[config.mk]
export PLATFORM = sky130hd
export DESIGN_NAME = irq_priority_encoder
export DESIGN_NICKNAME = d
export VERILOG_FILES = /design/src/rtl/irq_pkg.sv /design/src/rtl/priority_encoder_8x3.sv /design/src/rtl/irq_priority_encoder.sv
export SDC_FILE = /design/constraint.sdc
export NUM_CORES = 1
export LEC_CHECK = 0
export ABC_AREA = 1
export BUFFER_PORTS_ARGS = -buffer_cell sky130_fd_sc_hd__buf_2
export CAP_MARGIN = 20
export CORE_ASPECT_RATIO = 2
export CORE_MARGIN = 2
export CORE_UTILIZATION = 25
export DETAILED_ROUTE_END_ITERATION = 16
export PLACE_DENSITY = 0.57
export REMOVE_ABC_BUFFERS = 1
export SLEW_MARGIN = 30
export SYNTH_ARGS = -nofsm -noshare
export SYNTH_HDL_FRONTEND = slang
export SYNTH_HIERARCHICAL = 1
export SYNTH_SLANG_ARGS = --single-unit
[constraint.sdc]
create_clock -name clk -period 1.1 [get_ports clk]
set_input_delay 0.11 -clock clk [delete_from_list [all_inputs] [get_ports clk]]
set_output_delay 0.11 -clock clk [all_outputs]
set_load 0.05 [all_outputs]
[src/rtl/irq_pkg.sv]
// Shared constants for the interrupt front end.
//   N_IRQ / ID_W : number of request lines and width of an interrupt ID.
//   ST_*         : FSM state encodings (IDLE, REQ, SERVICE).
//   onehot_from_id : ID -> one-hot line mask, used to clear a pending bit on ack.
package irq_pkg;

    localparam int N_IRQ = 8;
    localparam int ID_W  = 3;

    localparam logic [1:0] ST_IDLE    = 2'd0;
    localparam logic [1:0] ST_REQ     = 2'd1;
    localparam logic [1:0] ST_SERVICE = 2'd2;

    function automatic logic [N_IRQ-1:0] onehot_from_id(input logic [ID_W-1:0] id);
        logic [N_IRQ-1:0] oh;
        oh     = '0;
        oh[id] = 1'b1;
        return oh;
    endfunction

endpackage

[src/rtl/priority_encoder_8x3.sv]
// Combinational 8-to-3 priority encoder, lowest index wins.
// Inverse of the 3x8 decoder used elsewhere in the core.
//   cand [7:0] : candidate lines
//   id   [2:0] : index of the lowest set bit of cand (0 when none set)
//   any        : at least one candidate is set
module priority_encoder_8x3 (
    input  logic [7:0] cand,
    output logic [2:0] id,
    output logic       any
);

    always_comb begin
        id  = 3'd0;
        any = |cand;
        // Scan from the top down so the lowest set index is written last.
        for (int i = 7; i >= 0; i--) begin
            if (cand[i]) id = 3'(i);
        end
    end

endmodule

[src/rtl/irq_priority_encoder.sv]
// Interrupt front end: captures request lines into a pending register,
// masks and priority-encodes them, presents one ID over a valid/ack
// handshake and tracks the in-service handler until end-of-interrupt.
//
// Ports:
//   clk, rst_n   : clock, synchronous active-low reset
//   irq_in       : raw request lines (already synchronous to clk)
//   irq_mask     : 1 = line masked (stays pending, never selected)
//   irq_ack      : control unit accepts the presented ID
//   eoi          : control unit finished the in-service handler
//   irq_valid    : an ID is presented on irq_id
//   irq_id       : presented ID, stable while irq_valid is high
//   isr_id       : ID currently (or most recently) in service
//   in_service   : a handler is active
//   pending      : pending register, for status reads
//
// Build option:
//   IRQ_LEVEL_TRIG_EN : level-triggered capture; a line re-pends every
//                       cycle it is high and the edge detector is removed.
//
// The encoder is a fixed 8x3 block, so N_IRQ must be 8 and ID_W 3.
module irq_priority_encoder
    import irq_pkg::*;
#(
    parameter int N_IRQ = irq_pkg::N_IRQ,
    parameter int ID_W  = irq_pkg::ID_W
) (
    input  logic             clk,
    input  logic             rst_n,
    input  logic [N_IRQ-1:0] irq_in,
    input  logic [N_IRQ-1:0] irq_mask,
    input  logic             irq_ack,
    input  logic             eoi,
    output logic             irq_valid,
    output logic [ID_W-1:0]  irq_id,
    output logic [ID_W-1:0]  isr_id,
    output logic             in_service,
    output logic [N_IRQ-1:0] pending
);

    logic [1:0]       state_q, state_d;
    logic [N_IRQ-1:0] pending_q, pending_d;
    logic             irq_valid_q, irq_valid_d;
    logic [ID_W-1:0]  irq_id_q, irq_id_d;
    logic [ID_W-1:0]  isr_id_q, isr_id_d;
    logic             in_service_q, in_service_d;

    logic [N_IRQ-1:0] rise;
    logic [N_IRQ-1:0] clr;
    logic [N_IRQ-1:0] cand;
    logic [2:0]       sel_id;
    logic             any;
    logic             ack_take;

`ifdef IRQ_LEVEL_TRIG_EN
    // Level mode: the line itself re-pends every cycle it is high.
    assign rise = irq_in;
`else
    logic [N_IRQ-1:0] irq_q;

    // irq_q resets to 0, so a line held high through reset is captured once.
    always_ff @(posedge clk) begin
        if (!rst_n) irq_q <= '0;
        else        irq_q <= irq_in;
    end

    assign rise = irq_in & ~irq_q;
`endif

    assign cand = pending_q & ~irq_mask;

    priority_encoder_8x3 u_enc (
        .cand (cand),
        .id   (sel_id),
        .any  (any)
    );

    // Only an ack in REQ is honoured; eoi in the same cycle is dropped.
    assign ack_take = (state_q == ST_REQ) && irq_ack;

    always_comb begin
        clr = ack_take ? onehot_from_id(irq_id_q) : '0;
        // Set after clear: a new rise on the bit being acked keeps it pending.
        pending_d = (pending_q & ~clr) | rise;
    end

    always_comb begin
        state_d      = state_q;
        irq_valid_d  = irq_valid_q;
        irq_id_d     = irq_id_q;
        isr_id_d     = isr_id_q;
        in_service_d = in_service_q;
        case (state_q)
            ST_IDLE: begin
                if (any) begin
                    irq_id_d    = ID_W'(sel_id);
                    irq_valid_d = 1'b1;
                    state_d     = ST_REQ;
                end
            end
            ST_REQ: begin
                // Presented ID is never retracted, even if masked or outranked.
                if (irq_ack) begin
                    isr_id_d     = irq_id_q;
                    in_service_d = 1'b1;
                    irq_valid_d  = 1'b0;
                    state_d      = ST_SERVICE;
                end
            end
            ST_SERVICE: begin
                if (eoi) begin
                    in_service_d = 1'b0;
                    state_d      = ST_IDLE;
                end
            end
            default: begin
                state_d     = ST_IDLE;
                irq_valid_d = 1'b0;
            end
        endcase
    end

    always_ff @(posedge clk) begin
        if (!rst_n) begin
            state_q      <= ST_IDLE;
            pending_q    <= '0;
            irq_valid_q  <= 1'b0;
            irq_id_q     <= '0;
            isr_id_q     <= '0;
            in_service_q <= 1'b0;
        end else begin
            state_q      <= state_d;
            pending_q    <= pending_d;
            irq_valid_q  <= irq_valid_d;
            irq_id_q     <= irq_id_d;
            isr_id_q     <= isr_id_d;
            in_service_q <= in_service_d;
        end
    end

    assign irq_valid  = irq_valid_q;
    assign irq_id     = irq_id_q;
    assign isr_id     = isr_id_q;
    assign in_service = in_service_q;
    assign pending    = pending_q;

endmodule

==> run metrics <==
status=finished, violations left; violated checks=negative setup slack; IO buf count=35; Clock Path Buffers=2; Worst Path Arrival=1470 ps; DR iter-0 viols=10; # IOs=36; Cell variety after synth=22; root buffer cell=clkbuf_8; CTS hold repair buffers=0; Yosys top cell by area=dfxtp_1; synthesized flop and latch total=26; nature of the critical path endpoint=register; Worst Skew=6.08 ps; Slew @ Worst Pin=382 ps; R2R cell count=8; fin area=1700 µm²; internal reg-to-reg setup slack=-200 ps; WL/cell=10.2 µm; # setup viols final=6; asr flop ratio synth=0; Clk Latency, worst-skew pair=280 ps; Seq/Total Area, Yosys=0.420; Clock Pin Slew Worst Setup and Hold Paths=90 ps; f_max=0.769 GHz; TritonCTS clock tree=built; max_cap viols=0; Slew Limit Headroom=0.745; synth warn=6; synth top area cells=dfxtp_1 (42%), nand2_1 (9.7%), inv_1 (8.2%); Die X=53.8 µm; most common cell in the netlist=nand2_1; Cells after Synth=165; Antenna Violating Nets Remaining=0; setup TNS=-1010 ps; Synth top cells by count=nand2_1 (32), inv_1 (27), dfxtp_1 (26), nor2_1 (22), nand3_1 (10); final period utilization=1.18; final antenna diode count=0; Total GRT Usage=0.111; Final min period=1300 ps; core area=4820 µm²; max-slew violations=0; Worst Setup EP=state_q[0]; Pleak=0.845 nW; Final Hold Fails=0; Most used DFF post-synth=dfxtp_1; fin worst setup slack=-200 ps; Congestion Overflow GR=0; post-placement cell count=268; reg-to-reg startpoint=pending[7]; nets=239; crit path launch type=register; Detail Placement HPWL=2.17 mm; peak fanout along the critical path=4; reg2reg end=state_q[0]; gpl congestion=0.754; required time of the worst setup path=1270 ps; RSZ-0062 raised after global routing=yes; H-tree depth=1; area delta synth->final=37.2%; initial antenna violation count=0; total power=2.79 mW; placed cell areas=1560 µm²; Mean Syn Cell Area=7.51 µm²; DR vias=1155; row count=36; Post-Route WL=2.80 mm; PD cells=1640 nW/µm²; CP Launch Point=pending[7]; area fraction of the dominant cell type after synthesis=0.420; largest net degree at the start of global routing=21; via/cell ratio=4.20; detailed-route DRC error count=0; DRT Pass-1 Iters=4; DIE AREA=5570 µm²; CTS Sinks=26; ratio of cells with drive above 1 in the final layout=0.408; worst vdd ir=0.00102 V; post-layout util=0.353; Netlist Area Pre-Place=1240 µm²; initial core utilization=0.257; critical path class=reg2reg; Die Y=104 µm; CTS Buf Count=3; EDFF count, synth=0; non-filler cells, final=275; worst hold path type=in2reg; first-pass GRT wire length=4.56 mm; vias in the first global route=1084
[worst min path at each step]
| stage | startpoint | end | slack [ps] | depth (start not counted) |
|---|---|---|---|---|
| after floorplan | irq_in[0] | irq_q[0] | 210 | 2 |
| after detailed placement | irq_in[2] | irq_q[2] | 310 | 3 |
| after global routing | irq_in[0] | irq_q[0] | 30 | 3 |
| final | irq_in[2] | irq_q[2] | 20 | 3 |
| after CTS | irq_in[0] | irq_q[0] | 10 | 3 |
| after global placement | irq_in[4] | irq_q[4] | 300 | 3 |
[cell type report]
type	count	area, µm²
fillers	524	3120
multi-input cells	104	579
flip-flops and latches	26	526
repair buffers	53	335
inverters	31	116
well taps	57	71.3
clock buffers	3	41.3
clock inverters	1	30.0
[cells in the final DEF (no fill, tap or decap), types with 10 or more instances in the layout]
cell     synthesis  routed
buf_2            2      25
inv_1           27      26
nand3_1         10      10
nand2_1         32      31
nor2_1          22      19
buf_4            0      25
dfxtp_1         26      22
[routing by layer]
metal,global-route usage,up-vias,share of wire
met5,0,-,0
met4,0.0568,0,0.020
met3,0.0173,6,0.035
met2,0.199,24,0.57
met1,0.114,510,0.38
li1,-,615,-
[registers in the layout, summed over array words and instances, names as in the netlist]
name        cells
state_q         2
in_service      1
isr_id          3
irq_valid       1
irq_id          3
irq_q           8
pending         8
[stage by stage]
stage | hold WS [ps] | setup slack (ps)
after floorplan | 215 | -366
after global placement | 301 | -180
after detailed placement | 309 | -193
after CTS | 13.7 | -180
after global routing | 27.1 | -332
final | 17.6 | -200
[cell families after synthesis]
kind of cell | after synthesis | synth area share
flip-flops | 26 | 0.420
buffers and inverters | 35 | 0.127
AND/OR/NAND/NOR | 86 | 0.332
AO/OA/AOI/OAI | 18 | 0.120
[report_power, final]
part / switching (mW) / leakage [nW] / internal (mW) / total [mW]
registers: 0.0879 / 0.217 / 1.04 / 1.13
logic: 0.540 / 0.593 / 0.322 / 0.862
clock network: 0.312 / 0.0357 / 0.487 / 0.799
[repair_timing]
action	in CTS	in global routing
setup endpoints to repair	9	15
buffers inserted	0	3
gates resized for setup	6	19
pin swaps	1	4
[worst max-delay path, stage by stage, from the launching register on]
cell     delay, ps
dfxtp_2        330
inv_2           40
nor2_2          30
or2_4          250
nor3_4         190
nand2_2        100
nand2_2         90
buf_4          100
a21oi_1         60
(Power assumes the default switching activity.)
